===== config.mk =====
export PLATFORM = sky130hd
export DESIGN_NAME = des_dec_key_sched
export DESIGN_NICKNAME = d
export VERILOG_FILES = /design/src/rtl/des_dec_key_sched.sv
export SDC_FILE = /design/constraint.sdc
export NUM_CORES = 1
export LEC_CHECK = 0
export ABC_AREA = 1
export BUFFER_PORTS_ARGS = -buffer_cell sky130_fd_sc_hd__buf_2
export CAP_MARGIN = 20
export CORE_ASPECT_RATIO = 1.1
export CORE_MARGIN = 1
export CORE_UTILIZATION = 30
export CTS_CLUSTER_SIZE = 28
export DETAILED_ROUTE_END_ITERATION = 10
export SETUP_SLACK_MARGIN = 0.3
export SLEW_MARGIN = 20
export SYNTH_ARGS = -nofsm -noshare
export SYNTH_HDL_FRONTEND = slang
export SYNTH_SLANG_ARGS = --single-unit

===== constraint.sdc =====
create_clock -name clk -period 2.4 [get_ports clk]
set_input_delay 0 -clock clk [delete_from_list [all_inputs] [get_ports clk]]
set_output_delay 0 -clock clk [all_outputs]
set_load 0.02 [all_outputs]

===== src/rtl/des_dec_key_sched.sv =====
// rtl/des_dec_key_sched.sv - iterative DES key schedule streaming K16..K1 for decryption
// Define DES_KS_ENC_MODE_EN to add the enc port and an encryption-order (K1..K16) mode.
module des_dec_key_sched (
   input  logic        clk,
   input  logic        rst,
   input  logic        key_valid,
   output logic        key_ready,
   input  logic [63:0] key,
`ifdef DES_KS_ENC_MODE_EN
   input  logic        enc,
`endif
   output logic        sk_valid,
   input  logic        sk_ready,
   output logic [47:0] subkey,
   output logic [3:0]  sk_round,
   output logic        sk_last
);

   typedef enum logic {IDLE, EMIT} state_t;

   localparam int PC1_TBL [0:55] = '{
      57, 49, 41, 33, 25, 17,  9,  1, 58, 50, 42, 34, 26, 18,
      10,  2, 59, 51, 43, 35, 27, 19, 11,  3, 60, 52, 44, 36,
      63, 55, 47, 39, 31, 23, 15,  7, 62, 54, 46, 38, 30, 22,
      14,  6, 61, 53, 45, 37, 29, 21, 13,  5, 28, 20, 12,  4
   };

   localparam int PC2_TBL [0:47] = '{
      14, 17, 11, 24,  1,  5,  3, 28, 15,  6, 21, 10,
      23, 19, 12,  4, 26,  8, 16,  7, 27, 20, 13,  2,
      41, 52, 31, 37, 47, 55, 30, 40, 51, 45, 33, 48,
      44, 49, 39, 56, 34, 53, 46, 42, 50, 36, 29, 32
   };

   // Bit r set where the DES schedule shifts by one in round r+1 (rounds 1, 2, 9, 16).
   localparam logic [15:0] ONE_SHIFT = 16'h8103;

   function automatic logic [55:0] pc1(input logic [63:0] k);
      logic [55:0] r;
      r = '0;
      for (logic [5:0] j = 6'd0; j < 6'd56; j++) begin
         r[6'd55 - j] = k[6'(64 - PC1_TBL[j])];
      end
      return r;
   endfunction

   function automatic logic [47:0] pc2(input logic [55:0] cd);
      logic [47:0] r;
      r = '0;
      for (logic [5:0] j = 6'd0; j < 6'd48; j++) begin
         r[6'd47 - j] = cd[6'(56 - PC2_TBL[j])];
      end
      return r;
   endfunction

   // Rotations stay inside each 28-bit half; two=1 selects a double step.
   function automatic logic [55:0] rot_r(input logic [55:0] cd, input logic two);
      logic [27:0] c;
      logic [27:0] d;
      c = cd[55:28];
      d = cd[27:0];
      if (two) begin
         c = {c[1:0], c[27:2]};
         d = {d[1:0], d[27:2]};
      end else begin
         c = {c[0], c[27:1]};
         d = {d[0], d[27:1]};
      end
      return {c, d};
   endfunction

   function automatic logic [55:0] rot_l(input logic [55:0] cd, input logic two);
      logic [27:0] c;
      logic [27:0] d;
      c = cd[55:28];
      d = cd[27:0];
      if (two) begin
         c = {c[25:0], c[27:26]};
         d = {d[25:0], d[27:26]};
      end else begin
         c = {c[26:0], c[27]};
         d = {d[26:0], d[27]};
      end
      return {c, d};
   endfunction

   state_t      state_q, state_d;
   logic [55:0] cd_q, cd_d;
   logic [3:0]  round_q, round_d;
   logic        enc_sel;
   logic        last_w;

`ifdef DES_KS_ENC_MODE_EN
   logic        enc_q, enc_d;
   assign enc_sel = enc_q;
`else
   assign enc_sel = 1'b0;
`endif

   assign last_w = enc_sel ? (round_q == 4'd15) : (round_q == 4'd0);

   always_ff @(posedge clk) begin
      if (rst) begin
         state_q <= IDLE;
         cd_q    <= '0;
         round_q <= '0;
`ifdef DES_KS_ENC_MODE_EN
         enc_q   <= 1'b0;
`endif
      end else begin
         state_q <= state_d;
         cd_q    <= cd_d;
         round_q <= round_d;
`ifdef DES_KS_ENC_MODE_EN
         enc_q   <= enc_d;
`endif
      end
   end

   always_comb begin
      state_d   = state_q;
      cd_d      = cd_q;
      round_d   = round_q;
`ifdef DES_KS_ENC_MODE_EN
      enc_d     = enc_q;
`endif
      key_ready = 1'b0;
      sk_valid  = 1'b0;
      sk_last   = 1'b0;
      sk_round  = round_q;
      subkey    = '0;

      case (state_q)
         IDLE: begin
            key_ready = 1'b1;
            if (key_valid) begin
               cd_d    = pc1(key);
               round_d = 4'd15;
               state_d = EMIT;
`ifdef DES_KS_ENC_MODE_EN
               enc_d   = enc;
               if (enc) begin
                  cd_d    = rot_l(pc1(key), 1'b0);
                  round_d = 4'd0;
               end
`endif
            end
         end
         EMIT: begin
            sk_valid = 1'b1;
            sk_last  = last_w;
            subkey   = pc2(cd_q);
            if (sk_ready) begin
               if (last_w) begin
                  state_d = IDLE;
                  round_d = 4'd0;
               end else if (enc_sel) begin
                  cd_d    = rot_l(cd_q, ~ONE_SHIFT[round_q + 4'd1]);
                  round_d = round_q + 4'd1;
               end else begin
                  cd_d    = rot_r(cd_q, ~ONE_SHIFT[round_q]);
                  round_d = round_q - 4'd1;
               end
            end
         end
         default: state_d = IDLE;
      endcase
   end

endmodule


; After elaboration in Yosys (flattened, before gate mapping)
; Memories as Yosys holds them, arrays and structs flattened. A register that Yosys moved wholly into a read port is not among the register bits.
; Index checks and enable logic that the tools add are counted.
[totals]
inputBits = 68
out_inout_bits = 55
mem_bits_ro = 16
reg_bits = 61
mem_count = 1
[op_classes]
n_eq_ne = 3
n_addsub = 1
magnitude_cmp = 1
n_bitwise = 1
muxes = 21
n_reduce_logical = 3
[mem_list]
columns = memory, words, word_bits, read_ports, rd_ports_with_merged_regs, wr, line_no
row1 = (name not given), 16, 1, 1, 1, 0, 161  ; cd_d = rot_r(cd_q, ~ONE_SHIFT[round_q]);
[op_table]
columns = cell, n
row1 = 2-to-1 mux 56 bit, 3
row2 = case mux 56 bit (2 select lines), 1
row3 = 2-to-1 mux 28 bit, 2
row4 = 2-to-1 mux 48 bit, 1
row5 = 2-to-1 mux 4 bit, 5
row6 = case mux 4 bit (2 select lines), 1
row7 = 2-to-1 mux 1 bit, 7
row8 = "inequality test 2 bit, second input constant", 3
row9 = "< comparator 4 x 5 -> 1 bit, second input constant", 1
row10 = logical NOT 4 bit, 1
row11 = "subtractor 4 x 1 -> 4 bit, second input constant", 1
row12 = AND reduction 3 bit, 1
row13 = case mux 1 bit (2 select lines), 1
row14 = AND reduction 2 bit, 1
row15 = inverter 1 bit, 1

; Longest topological paths before layout
; Gate-level depths: netlist (run 1).
[logic_depth]
word_depth = 6
ltp_mapped = 10
ltp_nobuf = 10

; Least setup slack after synthesis (run 1)
; Ideal clock, no wire load.
[synth_timing]
kind = register to register
startpoint = register state_q
endpoint = register cd_q[25]
n_path_buf = 2
slack_ps = 924
arrival_time_ps = 1406
stages_incl_launch_ff = 9
path_cell_list = dfxtp_1 > buf_4 > buf_2 > nand2_1 > inv_1 > o21ai_0 > nand2_1 > a21oi_1 > a21oi_1
[synth_between]
elab_chain_cells = 3
[synth_rtl]
columns = item, line_no
row1 = start: declaration, 87  ; state_t state_q, state_d;
row2 = start signal: assignment, 111  ; state_q <= state_d;
row3 = inverter 1 bit, --
row4 = inequality test 2 bit (no source line), --
row5 = AND reduction 3 bit (no source line), --
row6 = end signal: assignment, 105  ; cd_q <= '0;
row7 = end signal: assignment, 112  ; cd_q <= cd_d;
row8 = end: declaration, 88  ; logic [55:0] cd_q, cd_d;
; Parallel ways exist; a longest one is shown, timed or not.
; A chain may end at the register's enable or synchronous reset.

; Final worst setup path (run 1)
[layout_timing]
startpoint = register round_q[0] (netlist: sk_round[0])
endpoint = register cd_q[52]
[layout_between]
elab_chain_cells = 3
[layout_rtl]
columns = item, line_no
row1 = start: declaration, 89  ; logic [3:0] round_q, round_d;
row2 = start signal: assignment, 113  ; round_q <= round_d;
row3 = logical NOT 4 bit, 100  ; assign last_w = enc_sel ? (round_q == 4'd15) : (round_q == 4'd0);
row4 = inequality test 2 bit (no source line), --
row5 = AND reduction 3 bit (no source line), --
; No other way between the ends.

==> out/metrics.yaml, run 1 <==
die-width_um: 104
arrival_ns: 2.12
synth_area_um2: 3430
cts.clk_slew.worst_paths_ns: 0.05
cts-buffers-inserted: 9
cts_sinks: 62
power_density_nw_per_um2: 764
seq_area_frac_synth: 0.362
synth_seq_cells: 62
fin_crit_sh: 0.778
track_usage: 0.158
final_hold_viol_count: 0
coreArea_um2: 11000
cts_max_level: 3
cts.path.max_buffers: 2
io_buffer_count: 65
crit_required_ns: 2.65
routed_wl_um: 9140
area_growth_pct: 23.8
final.fill_count: 1195
max_cap_violations: 0
fin_total_pwr_mw: 3.24
rr_startpoint: "sk_round[0]$_SDFFE_PP0N_"
rsz0062_at_grt: "false"
drive_gt1_frac: 0.197
setup.worst_path.class: "reg -> reg"
critPathLaunchType: "register"
post_cts_buffers: 0
synth_top_area_frac: 0.362
setup_tns_ns: 0
remaining_drc_errors: 0
antenna_found_initial: 0
grt_max_degree: 57
timing_worst_slew_pin_value_ns: 0.582
min_from: "key_valid"
cp_max_fo: 50
relSlewSlack: 0.612
setup_violations: 0
drv_slew: 0
finalWeightedCongestion: 0.768
fin_worst_skew_ns: 0.00723
netlist_instances: 497
worstSkewPairLatency_ns: 0.33
drt_first_pass_iters: 4
rows: 40
ys_types: 21
cts_root_buf: "clkbuf_16"
status: "completed"
ios: 123
nets: 633
grt_pass1_vias: 3158
hpwl_um: 5800
start_util: 0.312
max_freq_ghz: 0.536
first_iter_violations: 146
ir_worst_vdd_v: 0.000336
startpoint: "sk_round[0]$_SDFFE_PP0N_"
min-delay-path-class: "in -> reg"
synth_area_per_cell_um2: 6.91
grt_overflow: 0
cts_tree: "yes"
fp.dieH_um: 114
diodes: 0
p_leak_nw: 2.05
yosys.area.top_type: "dfxtp_1"
grt_pass1_wl_um: 15100
yosys_warnings: 0
antenna_left: 0
dieArea_um2: 11900
via_per_inst: 4.79
fin_crit_ns: 1.87
end_kind: "register"
vias: 3431
synth.area.top_cells: "dfxtp_1, o21ai_0, nand2_1"
wl_per_cell_um: 12.8
[final cells by class]
class	instances	area (µm²)	share of cell area
timing repair buffer	97	646	0.152
multi-input combinational	341	1700	0.400
clock buffer	11	253	0.0595
inverter	54	203	0.0477
clock inverter	4	22.5	0.00530
sequential	62	1240	0.292
tap	147	184	0.0433
[per-layer routing]
metal / vias up / routed length [µm] / part of all wire / track usage
li1: 1751 / - / - / -
met1: 1561 / 4320 / 0.47 / 0.215
met2: 109 / 4150 / 0.45 / 0.239
met3: 10 / 546 / 0.060 / 0.0433
met4: 0 / 130 / 0.014 / 0.0552
met5: - / 0 / 0 / 0
[synth_stat cells]
master    instances
buf_6             3
buf_2            12
a22oi_1           1
nand3_1           8
a21oi_1          43
nand2_1          87
buf_1             3
o22ai_1          17
a211oi_2         17
o211ai_1          1
clkbuf_1         15
o21ai_0          76
a31oi_1          22
inv_1            51
clkinv_1          1
buf_4            27
nand2_2           3
dfxtp_1          62
inv_2             2
nor2_1           45
conb_1            1
[sequential cells by signal, indices dropped and copies added, names as in the netlist, named ones only]
signal / count
cd_q: 56
sk_round: 4
state_q: 1
[cells by family after synthesis]
kind of cell           share of synthesized area
AND/OR/NAND/NOR                            0.161
other                                    0.00109
flip-flops                                 0.362
buffers and inverters                      0.165
AO/OA/AOI/OAI                              0.311
[per-stage QoR]
step	cells	instance area (µm²)	utilization	setup slack, ns	hold WS, ns
6_report	716	4250	0.386	0.533	0.0189
5_1_grt	716	4250	0.386	0.366	0.0504
4_1_cts	715	4240	0.385	0.539	0.00493
3_5_place_dp	679	3750	0.341	0.567	0.219
3_3_place_gp	679	3750	0.341	0.623	0.208
2_1_floorplan	517	3510	-	0.924	0.0911
[final timing paths]
path | endpoint | cells after the start | slack, ns
min | state_q$_SDFF_PP0_ | 5 | 0.02
max reg2reg | cd_q[52]$_SDFFE_PP0P_ | 7 | 0.53
max | cd_q[52]$_SDFFE_PP0P_ | 7 | 0.53
min reg2reg | cd_q[51]$_SDFFE_PP0P_ | 2 | 0.47
[power by group]
part	switching, mW	total, mW	internal [mW]	leakage, nW
clock	0.455	1.20	0.742	0.137
sequential	0.0946	1.25	1.16	0.513
combinational	0.525	0.797	0.272	1.40
total	1.07	3.24	2.17	2.05
[worst max-delay path, cell delays in order (launching register included)]
cell     delay (ns)
dfxtp_1        0.40
nor2_1         0.09
nand3_1        0.14
nand2_2        0.20
inv_2          0.37
buf_12         0.29
o21ai_0        0.12
a31oi_1        0.17
[cells in the final DEF, fill, tap and decap left out]
cell / netlist / layout
a211oi_2: 17 / 17
a21oi_1: 43 / 43
a22oi_1: 1 / 1
a31oi_1: 22 / 22
buf_12: 0 / 2
buf_2: 12 / 65
buf_4: 27 / 8
clkbuf_16: 0 / 9
clkbuf_8: 0 / 2
clkinv_1: 1 / 1
clkinv_2: 0 / 3
clkinvlp_4: 0 / 1
conb_1: 1 / 21
dfxtp_1: 62 / 62
dlygate4sd3_1: 0 / 22
inv_1: 51 / 51
inv_2: 2 / 2
nand2_1: 87 / 87
nand2_2: 3 / 3
nand3_1: 8 / 8
nor2_1: 45 / 45
o211ai_1: 1 / 1
o21ai_0: 76 / 76
o22ai_1: 17 / 17
[repair_timing]
action	in CTS	in global routing
endpoints found under the hold margin	21	1
gates resized for setup	0	0
hold buffers	21	1
Note: power is estimated with default switching activity, not from simulation.
==> run 2: changes to the inputs <==
--- a/config.mk
+++ b/config.mk
@@ -5,7 +5,7 @@
 export SDC_FILE = /design/constraint.sdc
 export NUM_CORES = 1
 export LEC_CHECK = 0
-export ABC_AREA = 1
+export ABC_AREA = 0
 export BUFFER_PORTS_ARGS = -buffer_cell sky130_fd_sc_hd__buf_2
 export CAP_MARGIN = 20
 export CORE_ASPECT_RATIO = 1.1
==> constraint.sdc (replaced) <==
create_clock -name clk -period 1.65 [get_ports clk]
set_input_delay 0 -clock clk [delete_from_list [all_inputs] [get_ports clk]]
set_output_delay 0 -clock clk [all_outputs]
set_load 0.02 [all_outputs]
==> out/metrics.yaml, run 2 <==
status: "completed"
critPathLaunchType: "register"
grt_overflow: 0
diodes: 0
layout_setup_ws_ns: 0.173
cts_max_level: 3
largest_reg_flops: 56
final.fill_count: 1158
area_growth_pct: 33.4
drt_first_pass_iters: 4
cts_tree: "yes"
max_freq_ghz: 0.677
yosys.area_share.simple: 0.205
mostFrequentLayoutCells: "nand2_1, a21oi_1, buf_2, dfxtp_1, mux2i_1"
drv_slew: 0
setup_violations: 0
p_leak_nw: 1.99
power_density_nw_per_um2: 999
remaining_drc_errors: 0
final_common_cell: "nand2_1"
cts.path.max_buffers: 2
finalWeightedCongestion: 0.746
synth_edf_count: 0
wl_per_cell_um: 14.0
via_per_inst: 4.82
cts_root_buf: "clkbuf_16"
setup_tns_ns: 0
first_iter_violations: 103
start_util: 0.308
max_flop_register: "cd_q"
synth_top_family_by_area: "simple AND/OR/NAND/NOR gates"
arrival_ns: 1.68
routed_wl_um: 9290
ys_types: 30
die-width_um: 106
seq_area_frac_synth: 0.351
coreArea_um2: 11500
ios: 123
r2r_slack_ns: 0.17
synth_top_area_frac: 0.351
rsz0062_at_grt: "true"
yosys.area.top_type: "dfxtp_1"
hpwl_um: 5100
synth_area_um2: 3540
multiInputGateArea_um2: 2090
antenna_left: 0
worstSkewPairLatency_ns: 0.32
synth-main-ff-cell: "dfxtp_1"
cts-buffers-inserted: 9
synthMuxAreaShare: 0.177
dp_slack_ns: 0.0817
netlist_instances: 434
synth.most_common_cell: "nand2_1"
vias: 3192
p_comb_frac: 0.232
synthAdderAreaFrac: 0
setup.worst_path.class: "reg -> reg"
synth_area_per_cell_um2: 8.16
swShare: 0.284
cts_sinks: 62
synth_seq_cells: 62
fp.dieH_um: 116
ir_worst_vdd_v: 0.000451
rows: 41
synth.area.top_cells: "dfxtp_1, nand2_1, mux2_2"
synth_xor_area_frac: 0
min-delay-path-class: "in -> reg"
synth_common_cells: "nand2_1, dfxtp_1, a21oi_1"
grt_pass1_wl_um: 14500
track_usage: 0.148
internal_power_mw: 3.38
end_kind: "register"
nets: 575
io_buffer_count: 65
p_clk_frac: 0.413
whs_ns: 0.00306
yosys_warnings: 0
ff_latch_area_um2: 1260
fin_worst_skew_ns: 0.00653
dieArea_um2: 12200
fin_crit_sh: 0.895
max_cap_violations: 0
antenna_found_initial: 0
grt_pass1_vias: 2979
drive_gt1_frac: 0.301
synth_compound_area_frac: 0.162
fin_crit_ns: 1.48
cp_max_fo: 28
grt_max_degree: 57
power.share.sequential: 0.356
async_flop_share: 0
power.switching_mw: 1.34
cts.clk_slew.worst_paths_ns: 0.05
crit_required_ns: 1.85
final_hold_viol_count: 0
fin_total_pwr_mw: 4.72
## run 2: cell types whose count changed after synthesis, sizes merged, moves of 20 or more
cell | before | now
o21ai | 76 | 0
o211ai | 1 | 28
and2 | 0 | 28
a31oi | 22 | 1
inv | 53 | 4
nand3 | 8 | 28
mux2i | 0 | 31
nor2 | 45 | 4
mux2 | 0 | 28
## run 2: metrics by stage
step	util	cells	instance area, µm²
detailed placement	0.343	617	3940
global placement	0.343	617	3940
CTS	0.401	658	4610
global route	0.411	662	4720
floorplan	-	454	3700
finish	0.411	662	4720
## run 2: power groups by stage
stage               sequential [mW]  combinational (mW)  clock [mW]
floorplan                      1.70               0.751           0
global placement               1.71               0.867           0
detailed placement             1.72               0.876           0
CTS                            1.68                1.03        2.00
global route                   1.69                1.18        2.05
finish                         1.68                1.09        1.95
## run 2: layer usage
layer / global-route usage / wire [µm] / vias up
li1: - / - / 1611
met1: 0.182 / 4300 / 1501
met2: 0.255 / 4600 / 70
met3: 0.0236 / 268 / 10
met4: 0.0667 / 123 / 0
met5: 0 / 0 / -
## run 2: cells by family (layout without fill, tap and decap cells)
group,Yosys count,in the layout
flops,62,62
mux,59,59
other cells,1,21
buf+inv,63,121
compound gates,95,95
simple gates,154,154
## run 2: timing repair
| action | in CTS | in global routing |
|---|---|---|
| hold buffers | 16 | 0 |
| gates cloned | 2 | 3 |
| hold endpoints to repair | 18 | 0 |
| endpoints found under the setup margin | 85 | 68 |
| buffers inserted | 7 | 1 |
| resized for setup | 19 | 10 |
| pin swaps | 4 | 1 |
## run 2: path summary, 6_finish.rpt
kind | cells past startpoint | endpoint | start
setup / recovery | 6 | cd_q[36]$_SDFFE_PP0P_ | sk_round[0]$_SDFFE_PP0N_
hold / removal | 3 | cd_q[29]$_SDFFE_PP0P_ | key[20]
setup reg to reg | 6 | cd_q[36]$_SDFFE_PP0P_ | sk_round[0]$_SDFFE_PP0N_
hold reg to reg | 2 | cd_q[50]$_SDFFE_PP0P_ | cd_q[50]$_SDFFE_PP0P_
## run 2: layout make-up
cell class	instances	share of cell area
clock inverters	3	0.00847
flip-flops and latches	62	0.266
inverters	4	0.00318
well taps	150	0.0397
multi-input cells	329	0.443
clock buffers	13	0.0575
repair buffers	101	0.182
## run 2: critical path, cell delays in order, from the launching register on
cell      delay [ns]
dfxtp_4         0.35
nor4_4          0.34
buf_4           0.19
a21oi_4         0.09
buf_12          0.18
o211ai_1        0.10
a21oi_1         0.09
==> run 3: changes to the inputs <==
--- a/config.mk
+++ b/config.mk
@@ -6,6 +6,7 @@
 export NUM_CORES = 1
 export LEC_CHECK = 0
 export ABC_AREA = 0
+export ABC_CLOCK_PERIOD_IN_PS = 1400
 export BUFFER_PORTS_ARGS = -buffer_cell sky130_fd_sc_hd__buf_2
 export CAP_MARGIN = 20
 export CORE_ASPECT_RATIO = 1.1
==> constraint.sdc (replaced) <==
create_clock -name clk -period 1.4 [get_ports clk]
set_input_delay 0 -clock clk [delete_from_list [all_inputs] [get_ports clk]]
set_output_delay 0 -clock clk [all_outputs]
set_load 0.02 [all_outputs]
==> out/metrics.yaml, run 3 (synthesis gave the netlist of run 2 again) <==
grt_pass1_wl_um: 15600
cp_slowest_cell: "dfxtp_4"
ir_worst_vdd_v: 0.000759
rows: 41
first_iter_violations: 94
layout_setup_ws_ns: -0.0639
min_path_cells: 3
vias: 3394
cts_tree: "yes"
routed_wl_um: 10000
power_density_nw_per_um2: 1080
whs_ns: 0.00250
drt_first_pass_iters: 6
rr_startpoint: "sk_round[0]$_SDFFE_PP0N_"
max_flop_register: "cd_q"
remaining_drc_errors: 0
end_kind: "register"
min_from: "key[31]"
fin_crit_ns: 1.46
min-delay-path-class: "in -> reg"
fin_crit_sh: 1.05
top_usage_layer: "met2"
min_to: "cd_q[52]$_SDFFE_PP0P_"
track_usage: 0.160
worstReg2RegEnd: "cd_q[5]$_SDFFE_PP0P_"
met1_usage: 0.192
hpwl_um: 5460
cts_root_buf: "clkbuf_16"
arrival_ns: 1.72
cts.clk_slew.worst_paths_ns: 0.05
drive_gt1_frac: 0.392
largest_reg_flops: 56
via_per_inst: 4.95
ios: 123
die-width_um: 106
max_cap_violations: 0
antenna_left: 0
fin_total_pwr_mw: 5.73
cts.path.max_buffers: 2
max_freq_ghz: 0.683
grt_overflow: 0
diodes: 0
mostFrequentLayoutCells: "nand2_1, dfxtp_1, a21oi_1, buf_6, buf_2"
final_hold_viol_count: 0
critPathLaunchType: "register"
crit_required_ns: 1.65
drv_slew: 0
final.fill_count: 1114
path_cells: "nor4_4 > buf_4 > a21o_4 > buf_12 > nand2_1 > a21oi_2"
cts-buffers-inserted: 9
io_buffer_count: 65
cp_max_fo: 17
grt_pass1_vias: 3204
cts_sinks: 62
grt_util_met3: 0.0270
start_util: 0.308
coreArea_um2: 11500
grt_max_degree: 58
finalWeightedCongestion: 0.711
setup.worst_path.class: "reg -> reg"
worstSkewPairLatency_ns: 0.32
final_common_cell: "nand2_1"
dieArea_um2: 12200
rsz0062_at_grt: "true"
setup_violations: 57
violations: "setup timing"
cts_max_level: 3
area_growth_pct: 49.9
rr_worst_depth: 6
p_leak_nw: 2.21
status: "complete, but fails checks"
fp.dieH_um: 116
r2r_slack_ns: -0.06
cpPeakStageDelay_ns: 0.36
fin_worst_skew_ns: 0.00916
wl_per_cell_um: 14.6
antenna_found_initial: 0
nets: 600
use_met2: 0.284
==> run 3: cell count changes in the layout (fill, tap and decap cells not counted), sizes merged <==
cell / previous run / this run
buf: 81 / 100
clkbuf: 16 / 15
clkinvlp: 0 / 1
dlygate4sd3: 16 / 20
bufbuf: 1 / 2
==> run 3: what timing repair did <==
item	in CTS	in global routing
hold buffers	20	0
cloned	4	4
gates resized for setup	82	43
setup endpoints to repair	89	92
hold endpoints to repair	22	0
setup buffers	9	7
pin swaps	6	6
==> run 3: routing by layer <==
| layer | up-vias | part of all wire |
|---|---|---|
| li1 | 1659 | - |
| met1 | 1622 | 0.44 |
| met2 | 104 | 0.51 |
| met3 | 9 | 0.046 |
| met4 | 0 | 0.012 |
| met5 | - | 0 |
==> run 3: critical path, delay by kind of cell, from the launching register on <==
family | cells | cell delay [ns]
DFF | 1 | 0.36
and+or+nand+nor | 2 | 0.37
buffers and inverters | 2 | 0.35
AOI/OAI and AO/OA | 2 | 0.33
==> run 3: how the worst max path moves through the flow <==
stage | startpoint | end | cells after the start
final | sk_round[0]$_SDFFE_PP0N_ | cd_q[5]$_SDFFE_PP0P_ | 6
after global routing | sk_round[0]$_SDFFE_PP0N_ | cd_q[29]$_SDFFE_PP0P_ | 6
after CTS | sk_round[0]$_SDFFE_PP0N_ | cd_q[33]$_SDFFE_PP0P_ | 6
after detailed placement | state_q$_SDFF_PP0_ | cd_q[15]$_SDFFE_PP0P_ | 6
after global placement | sk_round[3]$_SDFFE_PP0N_ | cd_q[42]$_SDFFE_PP0P_ | 5
after floorplan | sk_round[3]$_SDFFE_PP0N_ | cd_q[44]$_SDFFE_PP0P_ | 6
==> run 3: power breakdown <==
part	internal (mW)	switching [mW]	leakage (nW)	total (mW)
clock	1.41	0.785	0.141	2.19
sequential	1.88	0.117	0.509	1.99
combinational	0.783	0.761	1.56	1.54
total	4.07	1.66	2.21	5.73
==> run 3: final cells by class <==
| type | instances | area [µm²] | share of cell area |
|---|---|---|---|
| Inverter | 4 | 17.5 | 0.00330 |
| Clock inverter | 4 | 47.5 | 0.00896 |
| Tap cell | 150 | 188 | 0.0354 |
| Sequential cell | 62 | 1260 | 0.237 |
| Multi-Input combinational cell | 329 | 2200 | 0.414 |
| Timing Repair Buffer | 126 | 1360 | 0.255 |
| Clock buffer | 11 | 243 | 0.0457 |
==> run 3: metrics by stage <==
stage | TNS [ns] | setup WS, ns | std cells | area (µm²) | utilization
after floorplan | 0 | 0.0205 | 454 | 3730 | -
after global placement | -0.289 | -0.0283 | 627 | 4080 | 0.355
after detailed placement | -0.968 | -0.0494 | 627 | 4080 | 0.355
after CTS | -1.84 | -0.0750 | 675 | 5020 | 0.437
after global routing | -5.83 | -0.140 | 686 | 5310 | 0.462
final | -1.77 | -0.0639 | 686 | 5310 | 0.462
